--- src/rtl/bank_scheduler.sv ---
// Double-buffered bank scheduler for the cell-automaton frame store.
// Four single-port RAMs form two banks. Each bank has an evolve copy and a display copy.
// While a generation evolves, the active bank k is read:
//   - its evolve copy by the round engine,
//   - its display copy by the VGA scanner.
// Both copies of the other bank receive the next generation.
// The banks swap only during vertical blanking, so the screen never tears.
// Init and SD-preset loaders write all four RAMs at once.
module bank_scheduler #(
  parameter int ADDR_W = 24,
  parameter int DATA_W = 32
) (
  input  logic                  clk_vga,
  input  logic                  reset_btn,
  input  logic                  init_busy,
  input  logic                  init_wden,
  input  logic [ADDR_W-1:0]     init_addr,
  input  logic [DATA_W-1:0]     init_data,
  input  logic                  preset_busy,
  input  logic                  preset_wden,
  input  logic [ADDR_W-1:0]     preset_addr,
  input  logic [DATA_W-1:0]     preset_data,
  input  logic                  run_en,
  input  logic                  evo_tick,
  input  logic                  gen_done,
  input  logic                  vga_vblank,
  input  logic [ADDR_W-1:0]     round_rd_addr,
  input  logic [ADDR_W-1:0]     round_wr_addr,
  input  logic                  round_wden,
  input  logic [DATA_W-1:0]     round_wr_data,
  input  logic [ADDR_W-1:0]     vga_addr,
  input  logic [4*DATA_W-1:0]   ram_q,
  output logic [4*ADDR_W-1:0]   ram_addr,
  output logic [3:0]            ram_wren,
  output logic [3:0]            ram_rden,
  output logic [DATA_W-1:0]     ram_wdata,
  output logic [DATA_W-1:0]     round_rd_data,
  output logic [DATA_W-1:0]     vga_data,
  output logic                  evo_go,
  output logic                  active_bank,
  output logic                  swap_pending,
  output logic [15:0]           gen_count,
  output logic [2:0]            dbg_state
);

  typedef enum logic [2:0] {
    S_INIT      = 3'd0,
    S_PRESET    = 3'd1,
    S_IDLE      = 3'd2,
    S_EVOLVE    = 3'd3,
    S_WAIT_SWAP = 3'd4
  } state_t;

  state_t      state_q, state_d;
  logic        active_bank_q, active_bank_d;
  logic [15:0] gen_count_q, gen_count_d;
  logic        evo_go_q, evo_go_d;
  // High when the previous cycle was a loader state. While high, the display
  // read is still in flight from a loader cycle and must be blanked.
  logic        load_prev_q, load_prev_d;

  // A loader taking over in this cycle discards any round write in flight.
  logic        round_wr_ok;
  assign round_wr_ok = round_wden & ~preset_busy & ~init_busy;

  // State register: reset lands in S_INIT with bank 0 and the display blanked.
  always_ff @(posedge clk_vga or posedge reset_btn) begin
    if (reset_btn) begin
      state_q       <= S_INIT;
      active_bank_q <= 1'b0;
      gen_count_q   <= 16'h0000;
      evo_go_q      <= 1'b0;
      load_prev_q   <= 1'b1;
    end else begin
      state_q       <= state_d;
      active_bank_q <= active_bank_d;
      gen_count_q   <= gen_count_d;
      evo_go_q      <= evo_go_d;
      load_prev_q   <= load_prev_d;
    end
  end

  // Next-state logic.
  // init_busy overrides everything. preset_busy aborts any run-time state.
  // Generations advance only on tick, done and vblank.
  always_comb begin
    state_d       = state_q;
    active_bank_d = active_bank_q;
    gen_count_d   = gen_count_q;
    evo_go_d      = 1'b0;
    load_prev_d   = (state_q == S_INIT) || (state_q == S_PRESET);

    if (init_busy) begin
      state_d       = S_INIT;
      active_bank_d = 1'b0;
      gen_count_d   = 16'h0000;
    end else if (preset_busy &&
                 (state_q inside {S_IDLE, S_EVOLVE, S_WAIT_SWAP})) begin
      state_d       = S_PRESET;
      active_bank_d = 1'b0;
      gen_count_d   = 16'h0000;
    end else begin
      case (state_q)
        S_INIT: begin
          state_d = preset_busy ? S_PRESET : S_IDLE;
        end
        S_PRESET: begin
          if (!preset_busy) state_d = S_IDLE;
        end
        S_IDLE: begin
          if (run_en && evo_tick) begin
            state_d  = S_EVOLVE;
            evo_go_d = 1'b1;
          end
        end
        S_EVOLVE: begin
          // Dropping run_en here does not abort the generation; only gen_done ends it.
          if (gen_done) state_d = S_WAIT_SWAP;
        end
        S_WAIT_SWAP: begin
          if (vga_vblank) begin
            state_d       = S_IDLE;
            active_bank_d = ~active_bank_q;
            gen_count_d   = gen_count_q + 16'h0001;
          end
        end
        default: begin
          state_d = S_INIT;
        end
      endcase
    end
  end

  // RAM port muxing.
  // RAM n belongs to bank n/2. Even RAMs are evolve copies; odd RAMs are display copies.
  // Unused lanes park at address 0 with both strobes low.
  always_comb begin
    ram_addr  = '0;
    ram_wren  = '0;
    ram_rden  = '0;
    ram_wdata = '0;
    if (!reset_btn) begin
      case (state_q)
        S_INIT: begin
          for (int n = 0; n < 4; n++) begin
            ram_addr[n*ADDR_W +: ADDR_W] = init_addr;
            ram_wren[n]                  = init_wden;
          end
          ram_wdata = init_data;
        end
        S_PRESET: begin
          for (int n = 0; n < 4; n++) begin
            ram_addr[n*ADDR_W +: ADDR_W] = preset_addr;
            ram_wren[n]                  = preset_wden;
          end
          ram_wdata = preset_data;
        end
        S_EVOLVE: begin
          for (int n = 0; n < 4; n++) begin
            if ((n >= 2) == active_bank_q) begin
              ram_addr[n*ADDR_W +: ADDR_W] = (n % 2 == 0) ? round_rd_addr : vga_addr;
              ram_rden[n]                  = 1'b1;
            end else begin
              ram_addr[n*ADDR_W +: ADDR_W] = round_wr_addr;
              ram_wren[n]                  = round_wr_ok;
            end
          end
          ram_wdata = round_wr_data;
        end
        S_IDLE, S_WAIT_SWAP: begin
          for (int n = 0; n < 4; n++) begin
            if (((n >= 2) == active_bank_q) && (n % 2 == 1)) begin
              ram_addr[n*ADDR_W +: ADDR_W] = vga_addr;
              ram_rden[n]                  = 1'b1;
            end
          end
        end
        default: begin
          ram_wren = '0;
        end
      endcase
    end
  end

  // Read data muxing.
  // Select the active bank's evolve copy for the round engine and its display copy for VGA.
  assign round_rd_data = active_bank_q ? ram_q[2*DATA_W +: DATA_W] : ram_q[0 +: DATA_W];
  assign vga_data      = load_prev_q ? '0 :
                         (active_bank_q ? ram_q[3*DATA_W +: DATA_W] : ram_q[1*DATA_W +: DATA_W]);

  assign evo_go       = evo_go_q;
  assign active_bank  = active_bank_q;
  assign gen_count    = gen_count_q;
  assign swap_pending = (state_q == S_WAIT_SWAP);
  assign dbg_state    = state_q;

endmodule

--- config.mk ---
export PLATFORM = sky130hd
export DESIGN_NAME = bank_scheduler
export DESIGN_NICKNAME = d
export VERILOG_FILES = /design/src/rtl/bank_scheduler.sv
export SDC_FILE = /design/constraint.sdc
export NUM_CORES = 1
export LEC_CHECK = 0
export BUFFER_PORTS_ARGS = -buffer_cell sky130_fd_sc_hd__buf_4
export CORE_AREA = 2 2 223 225
export CTS_BUF_LIST = sky130_fd_sc_hd__clkbuf_8
export DETAILED_ROUTE_END_ITERATION = 12
export DIE_AREA = 0 0 225 227
export MAX_ROUTING_LAYER = met4
export PLACE_DENSITY_LB_ADDON = 0.1
export SYNTH_ARGS = -nofsm -noshare
export SYNTH_HDL_FRONTEND = slang
export SYNTH_SLANG_ARGS = --single-unit
--- constraint.sdc ---
create_clock -name clk_vga -period 4 [get_ports clk_vga]
set_clock_uncertainty 0.2 [all_clocks]
set_input_delay 0.8 -clock clk_vga [delete_from_list [all_inputs] [get_ports clk_vga]]
set_output_delay 0.8 -clock clk_vga [all_outputs]
set_load 0.005 [all_outputs]
==> results of run 1 <==
## timing repair
item                       4_1_cts  5_1_grt
gates resized for setup          1        0
setup endpoints to repair        1        0
hold endpoints to repair         0        0
## power by group
group          internal, uW  leakage, uW  switching (uW)
logic                   636      0.00465             562
registers               228     0.000295            23.4
clock network           134    0.0000357            92.6
total                   997      0.00498             678
## logic make-up (layout without fill, tap and decap cells)
kind of cell	count (synthesis)	after routing	synth area share, %
fa+ha+maj	1	1	0.219
mux	169	169	31.4
flops	22	22	9.64
compound gates	240	240	23.9
buf+inv	114	635	8.27
xor+xnor	4	4	0.612
other cells	0	2	0
simple gates	312	312	26.0
## state kept, by name, indices dropped and copies added, names as in the netlist
name         flops
load_prev_q      1
gen_count       16
active_bank      1
evo_go           1
dbg_state        3
## synthesized netlist by cell type (2+ instances only)
library cell and instances:
a21o_1 23, a21oi_1 141, a311o_1 2, a311oi_1 2, a31oi_1 27, a41oi_1 2, and2_1 26, and3_1 2
and3b_1 2, and4_1 3, buf_1 6, buf_2 21, buf_4 3, clkbuf_1 52, dfrtp_1 21, inv_1 31
mux2_2 83, mux2i_1 86, nand2_1 23, nand3_1 11, nand4b_1 22, nor2_1 194, nor3_1 11, o21ai_0 11
o21ai_1 2, o22ai_1 23, o31ai_1 2, or2_2 2, or3_1 3, or4_1 4, xnor2_1 2, xor2_1 2
## per-stage QoR
stage	cells	cell area, um2
floorplan	862	5720
global placement	2001	10700
detailed placement	2001	10700
CTS	2005	10800
global route	2007	10800
finish	2007	10800
## final cells by class
| cell class | instances | area (um2) | area share (%) |
|---|---|---|---|
| Multi-Input combinational cell | 726 | 4730 | 43.8 |
| Timing Repair Buffer | 600 | 4540 | 42.0 |
| Tap cell | 622 | 778 | 7.20 |
| Sequential cell | 22 | 562 | 5.20 |
| Inverter | 31 | 116 | 1.08 |
| Clock buffer | 3 | 41.3 | 0.382 |
| Clock inverter | 1 | 30.0 | 0.278 |
| Antenna cell | 2 | 5.00 | 0.0463 |
## per-layer routing
layer	track usage [%]	vias to the layer above
li1	-	4126
met4	1.11	0
met5	-	-
met2	27.2	373
met3	2.93	14
met1	16.8	3974
## worst min-delay path by stage
stage | slack, ns | to | from | cells past startpoint
floorplan | 0.34 | gen_count[15]$_DFFE_PP0P_ | gen_count[15]$_DFFE_PP0P_ | 2
global placement | 0.35 | gen_count[15]$_DFFE_PP0P_ | gen_count[15]$_DFFE_PP0P_ | 2
detailed placement | 0.35 | gen_count[15]$_DFFE_PP0P_ | gen_count[15]$_DFFE_PP0P_ | 2
CTS | 0.37 | gen_count[15]$_DFFE_PP0P_ | gen_count[15]$_DFFE_PP0P_ | 2
global route | 0.42 | gen_count[15]$_DFFE_PP0P_ | gen_count[15]$_DFFE_PP0P_ | 2
finish | 0.36 | gen_count[15]$_DFFE_PP0P_ | gen_count[15]$_DFFE_PP0P_ | 2
## critical path: stages, from the launching register on
cell,delay [ns]
dfrtp_2,0.64
nor3b_1,0.52
o21ai_4,0.35
a21o_1,0.29
a21oi_2,0.31
buf_4,0.18
==> flow_metrics.py, run 1 <==
metrics = {
    "sta": {
        "period_share_pct": 89.7,
        "hold_viol_final": 0,
        "fin_hold_ws_ns": 0.364,
        "tightest_slew_ns": 0.912,
        "rsz0062_at_grt": "false",
        "layout_min_cycle_time_ns": 3.59,
        "fmax_ghz": 0.279,
        "setup_viol": 0,
        "maxSlewViolCount": 0,
        "finalSetupTns_ns": 0,
        "max_slew_margin_pct": 39.0,
        "fin_ws_ns": 0.413,
    },
    "synth": {
        "syn_inst": 862,
        "synth_flop_cell": "dfrtp_1",
        "synth_async_sr_flop_share_pct": 100,
        "ys_ff_latch": 22,
        "avgSynthCellArea_um2": 6.64,
        "ys_types": 49,
        "synth_largest_area_cell": "mux2_2",
        "syn_nets": 1218,
        "netlist.area_leader.share_pct": 16.3,
        "synthesis.area_um2": 5720,
        "synth_edf_count": 0,
        "synthTopCellsByArea": "mux2_2 16%, mux2i_1 15%, nor2_1 13%",
        "yosysWarnings": 0,
        "ys_seq_area_share_pct": 9.64,
    },
    "layout": {
        "post_route_cells_drive_above_1_share_pct": 50.8,
        "utilization_pct": 22.3,
        "fillers": 5532,
        "final_cell_mix": "597 x buf_4, 194 x nor2_1, 140 x a21oi_1",
        "fin_nets": 1740,
        "syn_to_final_growth_pct": 88.8,
        "layout_commonest_cell": "buf_4",
    },
    "place": {
        "dp_slack_ns": 0.315,
        "gp_congestion": 0.781,
        "port_buffers": 576,
        "dp_hpwl_um": 32200,
    },
    "global_route": {
        "grt_pass1_vias": 8477,
        "grt_start_max_net_pins": 87,
        "gr-total-overflow": 0,
        "grt_first_pass_wirelength_um": 55000,
        "antenna_found_initial": 3,
        "grt_use_total_pct": 14.6,
    },
    "critical_path": {
        "r2r-start": "dbg_state[0]$_DFFE_PP0P_",
        "end_kind": "primary output",
        "critPathMaxFanout": 25,
        "critPathLaunchType": "register",
        "r2r_end": "gen_count[8]$_DFFE_PP0P_",
        "r2r_cells": 5,
        "critPathArrivalTime_ns": 2.59,
        "worstSetupStartpoint": "dbg_state[2]$_DFFE_PP0P_",
        "r2r_setup_slack_ns": 1.34,
        "critical_path_class": "register to primary output",
        "cp_data_required_time_ns": 3.00,
        "endpoint": "ram_addr[46]",
    },
    "status": {
        "outcome": "complete, no violations",
    },
    "floorplan": {
        "die_h_um": 227,
        "rows": 81,
        "start_util_pct": 11.8,
        "die_area_um2": 51100,
        "fp.dieW_um": 225,
        "num_io_pins": 577,
        "core_um2": 48500,
    },
    "route": {
        "met3_length_um": 2840,
        "vias": 8487,
        "vias_per_cell": 4.23,
        "drtPass1Iterations": 4,
        "top_layer_used": "met4",
        "wl_met1_um": 16000,
        "wire_per_inst_um": 19.8,
        "wl_met2_um": 20600,
        "antenna_left": 0,
        "dr.first_iter.drc_count": 275,
        "drt_wl_total_um": 39800,
        "drc_errors": 0,
    },
    "power": {
        "power.density_nw_per_um2": 155,
        "p_total_uw": 1680,
        "p_leak_uw": 0.00498,
        "irDropWorstVdd_mv": 0.104,
    },
    "clocking": {
        "cts.sinks": 22,
        "path_clk_slew_ns": 0.10,
        "htreeDepth": 1,
        "insertion_delay_ns": 0.28,
        "clock_path_buffers": 2,
        "cts_root_buf": "clkbuf_8",
        "cts_setup_buffers": 0,
        "cts-hold-fix-buffers": 0,
        "cts_made_buffers": 3,
        "cts_tree": "yes",
    },
    "job": {
        "drv_cap": 0,
    },
    "hold_path": {
        "hold_path_class": "register to register",
    },
}
No activity file was read; power rests on OpenSTA's default activity.
==> run 2: changes to the inputs <==
RECOVER_POWER = 100   (was not set)
==> flow_metrics.py, run 2 (synthesis results as in run 1) <==
metrics = {
    "sta": {
        "layout_min_cycle_time_ns": 3.63,
        "fmax_ghz": 0.276,
        "fin_hold_ws_ns": 0.366,
        "tightest_slew_ns": 1.49,
        "rsz0062_at_grt": "false",
        "setup_viol": 0,
        "maxSlewViolCount": 0,
        "period_share_pct": 90.7,
        "hold_viol_final": 0,
        "max_slew_margin_pct": 0.882,
        "finalSetupTns_ns": 0,
    },
    "global_route": {
        "grt_use_total_pct": 14.6,
        "top_usage_layer": "met2",
        "grt_util_met2_pct": 27.2,
        "grt_pass1_vias": 8477,
        "gr-usage-met3_pct": 2.93,
        "grt_start_max_net_pins": 87,
        "grt_first_pass_wirelength_um": 55000,
        "gr-usage-met1_pct": 16.8,
        "gr-total-overflow": 0,
        "antenna_found_initial": 3,
    },
    "floorplan": {
        "die_area_um2": 51100,
        "num_io_pins": 577,
        "start_util_pct": 11.8,
        "die_h_um": 227,
        "core_um2": 48500,
        "fp.dieW_um": 225,
        "rows": 81,
    },
    "route": {
        "drtPass1Iterations": 4,
        "vias_per_cell": 4.23,
        "dr.first_iter.drc_count": 296,
        "vias": 8495,
        "drc_errors": 0,
        "drt_wl_total_um": 39600,
        "antenna_left": 0,
        "wire_per_inst_um": 19.7,
    },
    "place": {
        "dp_hpwl_um": 32200,
        "gp_congestion": 0.781,
        "port_buffers": 576,
    },
    "power": {
        "p_sw_uw": 673,
        "irDropWorstVdd_mv": 0.0980,
        "power.density_nw_per_um2": 154,
        "seq_power_share_pct": 15.5,
        "p_int_uw": 941,
        "switching_share_pct": 41.7,
        "p_comb_share_pct": 70.5,
        "clockPowerShare_pct": 14.0,
        "p_leak_uw": 0.00462,
    },
    "clocking": {
        "cts_resized": 1,
        "insertion_delay_ns": 0.28,
        "cts_setup_buffers": 0,
        "clock_path_buffers": 2,
        "path_clk_slew_ns": 0.10,
        "cts_tree": "yes",
        "htreeDepth": 1,
        "cts.sinks": 22,
        "cts_root_buf": "clkbuf_8",
        "cts_made_buffers": 3,
        "cts-hold-fix-buffers": 0,
    },
    "critical_path": {
        "critPathMaxFanout": 25,
        "critical_path.top_delay_family": "compound AO/OA/AOI/OAI gates",
        "cpMaxStageDelayCell": "dfrtp_2",
        "critical_path_class": "register to primary output",
        "critPathLaunchType": "register",
        "cp_data_required_time_ns": 3.00,
        "critPathArrivalTime_ns": 2.63,
        "end_kind": "primary output",
        "worst_path_largest_cell_delay_ns": 0.64,
        "worst-path-buf-inv": 1,
        "path_cells": "nor3b_1, o21ai_4, a21o_1, a21oi_2, clkbuf_4",
    },
    "layout": {
        "final_cell_mix": "391 x buf_4, 194 x nor2_1, 140 x a21oi_1",
        "utilization_pct": 21.6,
        "syn_to_final_growth_pct": 83.6,
        "fin_nets": 1740,
        "post_route_cells_drive_above_1_share_pct": 44.8,
        "largest_reg_flops": 16,
        "layout_commonest_cell": "buf_4",
        "fillers": 5585,
    },
    "job": {
        "drv_cap": 0,
    },
    "status": {
        "outcome": "complete, no violations",
    },
    "hold_path": {
        "hold_path_class": "register to register",
    },
}
[run 2: metal layers]
layer / vias up / wire, um / part of all wire (%)
li1: 4134 / - / -
met1: 3956 / 15900 / 40
met2: 393 / 20600 / 52
met3: 12 / 2880 / 7.3
met4: 0 / 230 / 0.58
met5: - / 0 / 0
[run 2: worst min-delay path: stages, from the launching register on]
cell and delay (ns):
dfrtp_1 0.41, o31ai_1 0.07, a21oi_1 0.05
[run 2: metrics by stage]
step	std cells	setup WS, ns	area [um2]	power, uW
2_1_floorplan	862	1.09	5720	736
3_3_place_gp	2001	0.292	10700	1480
3_5_place_dp	2001	0.315	10700	1480
4_1_cts	2005	0.224	10800	1710
5_1_grt	2007	0.0905	10500	1750
6_report	2007	0.373	10500	1610
[run 2: worst paths after layout]
path,cells after the start,slack [ns],endpoint,start
worst max-delay path,5,0.37,ram_addr[46],dbg_state[2]$_DFFE_PP0P_
worst min-delay path,2,0.37,gen_count[15]$_DFFE_PP0P_,gen_count[15]$_DFFE_PP0P_
worst max register to register,5,0.65,gen_count[8]$_DFFE_PP0P_,dbg_state[0]$_DFFE_PP0P_
worst min register to register,2,0.37,gen_count[15]$_DFFE_PP0P_,gen_count[15]$_DFFE_PP0P_
max in group asynchronous,3,1.73,active_bank$_DFFE_PP0P_,reset_btn
min in group asynchronous,3,0.85,dbg_state[1]$_DFFE_PP0P_,reset_btn
[run 2: area by class of cell]
type | instances | area [um2] | share of cell area, %
Clock inverter | 1 | 30.0 | 0.286
Tap cell | 622 | 778 | 7.41
Antenna cell | 2 | 5.00 | 0.0477
Timing Repair Buffer | 600 | 4250 | 40.5
Multi-Input combinational cell | 726 | 4720 | 44.9
Inverter | 31 | 116 | 1.11
Clock buffer | 3 | 41.3 | 0.393
Sequential cell | 22 | 561 | 5.34
[run 2: power groups by stage]
stage	clock network (uW)	logic [uW]	registers, uW
CTS	234	1230	252
floorplan	0	502	235
finish	227	1140	250
global route	240	1260	254
global placement	0	1220	256
detailed placement	0	1220	256
==> run 3: changes to the inputs <==
CELL_PAD_IN_SITES_DETAIL_PLACEMENT = 0   (was not set)
CELL_PAD_IN_SITES_GLOBAL_PLACEMENT = 1   (was not set)
CORE_AREA = 2 2 226 228   (was 2 2 223 225)
DIE_AREA = 0 0 228 230   (was 0 0 225 227)
==> flow_metrics.py, run 3 (synthesis results as in run 1) <==
metrics = {
    "route": {
        "vias": 8496,
        "drt_wl_total_um": 42500,
        "dr.first_iter.drc_count": 254,
        "drtPass1Iterations": 4,
        "vias_per_cell": 4.12,
        "wire_per_inst_um": 20.6,
        "drc_errors": 0,
        "antenna_left": 0,
    },
    "layout": {
        "final_area_um2": 10500,
        "final_cell_mix": "394 x buf_4, 194 x nor2_1, 141 x a21oi_1",
        "fillers": 5809,
        "post_route_cells_drive_above_1_share_pct": 43.9,
        "regArea_um2": 561,
        "syn_to_final_growth_pct": 84.3,
        "multi_input_area_um2": 4720,
        "layout_commonest_cell": "buf_4",
        "largest_reg_flops": 16,
        "fin_nets": 1745,
    },
    "sta": {
        "period_share_pct": 92.1,
        "tightest_slew_ns": 1.44,
        "rsz0062_at_grt": "false",
        "fmax_ghz": 0.271,
        "setup_viol": 0,
        "layout_min_cycle_time_ns": 3.68,
        "finalSetupTns_ns": 0,
        "fin_ws_ns": 0.316,
        "max_slew_margin_pct": 4.20,
        "maxSlewViolCount": 0,
        "hold_viol_final": 0,
    },
    "clocking": {
        "cts_tree": "yes",
        "cts-hold-fix-buffers": 0,
        "cts_resized": 0,
        "path_clk_slew_ns": 0.10,
        "cts.sinks": 22,
        "cts_root_buf": "clkbuf_8",
        "cts_made_buffers": 3,
        "cts_setup_buffers": 0,
        "htreeDepth": 1,
        "insertion_delay_ns": 0.28,
        "clock_path_buffers": 2,
    },
    "place": {
        "gp_congestion": 0.811,
        "dp_hpwl_um": 35400,
        "place_area_um2": 10800,
        "port_buffers": 576,
        "dp_slack_ns": 0.666,
    },
    "floorplan": {
        "fp.dieW_um": 228,
        "core_um2": 49900,
        "die_area_um2": 52400,
        "start_util_pct": 11.5,
        "rows": 82,
        "die_h_um": 230,
        "num_io_pins": 577,
    },
    "power": {
        "p_total_uw": 1620,
        "power.density_nw_per_um2": 154,
        "irDropWorstVdd_mv": 0.0889,
        "p_leak_uw": 0.00459,
    },
    "job": {
        "drv_cap": 0,
    },
    "global_route": {
        "grt_use_total_pct": 15.6,
        "grt_pass1_vias": 8622,
        "grt_start_max_net_pins": 45,
        "grt_first_pass_wirelength_um": 60100,
        "gr-total-overflow": 0,
        "antenna_found_initial": 4,
    },
    "critical_path": {
        "critPathLaunchType": "register",
        "critPathMaxFanout": 25,
        "critical_path.top_delay_family": "flip-flops",
        "worst_path_largest_cell_delay_ns": 0.67,
        "cp_data_required_time_ns": 3.00,
        "critical_path_class": "register to primary output",
        "r2r-start": "dbg_state[0]$_DFFE_PP0P_",
        "cpMaxStageDelayCell": "dfrtp_4",
        "worst-path-buf-inv": 2,
        "path_cells": "nor3b_1, o21a_1, clkbuf_2, o22ai_1, a21oi_1, clkbuf_4",
        "worstSetupStartpoint": "dbg_state[0]$_DFFE_PP0P_",
        "r2r_setup_slack_ns": 0.67,
        "end_kind": "primary output",
        "critPathArrivalTime_ns": 2.68,
    },
    "status": {
        "outcome": "complete, no violations",
    },
    "hold_path": {
        "hold_path_class": "register to register",
        "hp-start": "gen_count[15]$_DFFE_PP0P_",
    },
}
-- run 3: cell count changes in the layout (fill, tap and decap cells not counted), sizes merged --
cell,delta
buf,+5
diode,+2
-- run 3: tightest hold or removal path, stage by stage (launching register included) --
cell and delay (ns):
dfrtp_1 0.41, o31ai_1 0.07, a21oi_1 0.05
-- run 3: stage by stage --
stage / cells / utilization, % / hold slack, ns
after floorplan: 862 / - / 0.340
after detailed placement: 2056 / 21.7 / 0.362
final: 2064 / 21.2 / 0.365
after global placement: 2056 / 21.7 / 0.344
after global routing: 2064 / 21.2 / 0.414
after CTS: 2060 / 21.9 / 0.377
-- run 3: area by class of cell --
| class | count | share of cell area, % |
|---|---|---|
| diodes | 4 | 0.0949 |
| clock buffers | 3 | 0.392 |
| clock inverters | 1 | 0.285 |
| inverters | 31 | 1.10 |
| multi-input cells | 726 | 44.8 |
| flip-flops and latches | 22 | 5.31 |
| well taps | 672 | 7.97 |
| repair buffers | 605 | 40.1 |
-- run 3: worst paths after layout --
| path | cells past startpoint | endpoint |
|---|---|---|
| setup reg to reg | 6 | gen_count[8]$_DFFE_PP0P_ |
| max in group asynchronous | 3 | active_bank$_DFFE_PP0P_ |
| min in group asynchronous | 3 | dbg_state[2]$_DFFE_PP0P_ |
| hold reg to reg | 2 | gen_count[15]$_DFFE_PP0P_ |
| hold / removal | 2 | gen_count[15]$_DFFE_PP0P_ |
| setup / recovery | 6 | ram_addr[87] |
-- run 3: layer usage --
| metal | vias up | track usage (%) | wire, um |
|---|---|---|---|
| met5 | - | - | 0 |
| met2 | 393 | 28.6 | 22000 |
| met4 | 0 | 2.41 | 435 |
| li1 | 4133 | - | - |
| met1 | 3951 | 17.4 | 17000 |
| met3 | 19 | 3.79 | 3010 |
-- run 3: power by group --
| group | internal (uW) | switching (uW) |
|---|---|---|
| combinational | 571 | 561 |
| clock | 134 | 95.9 |
| sequential | 227 | 31.2 |
| total | 932 | 688 |
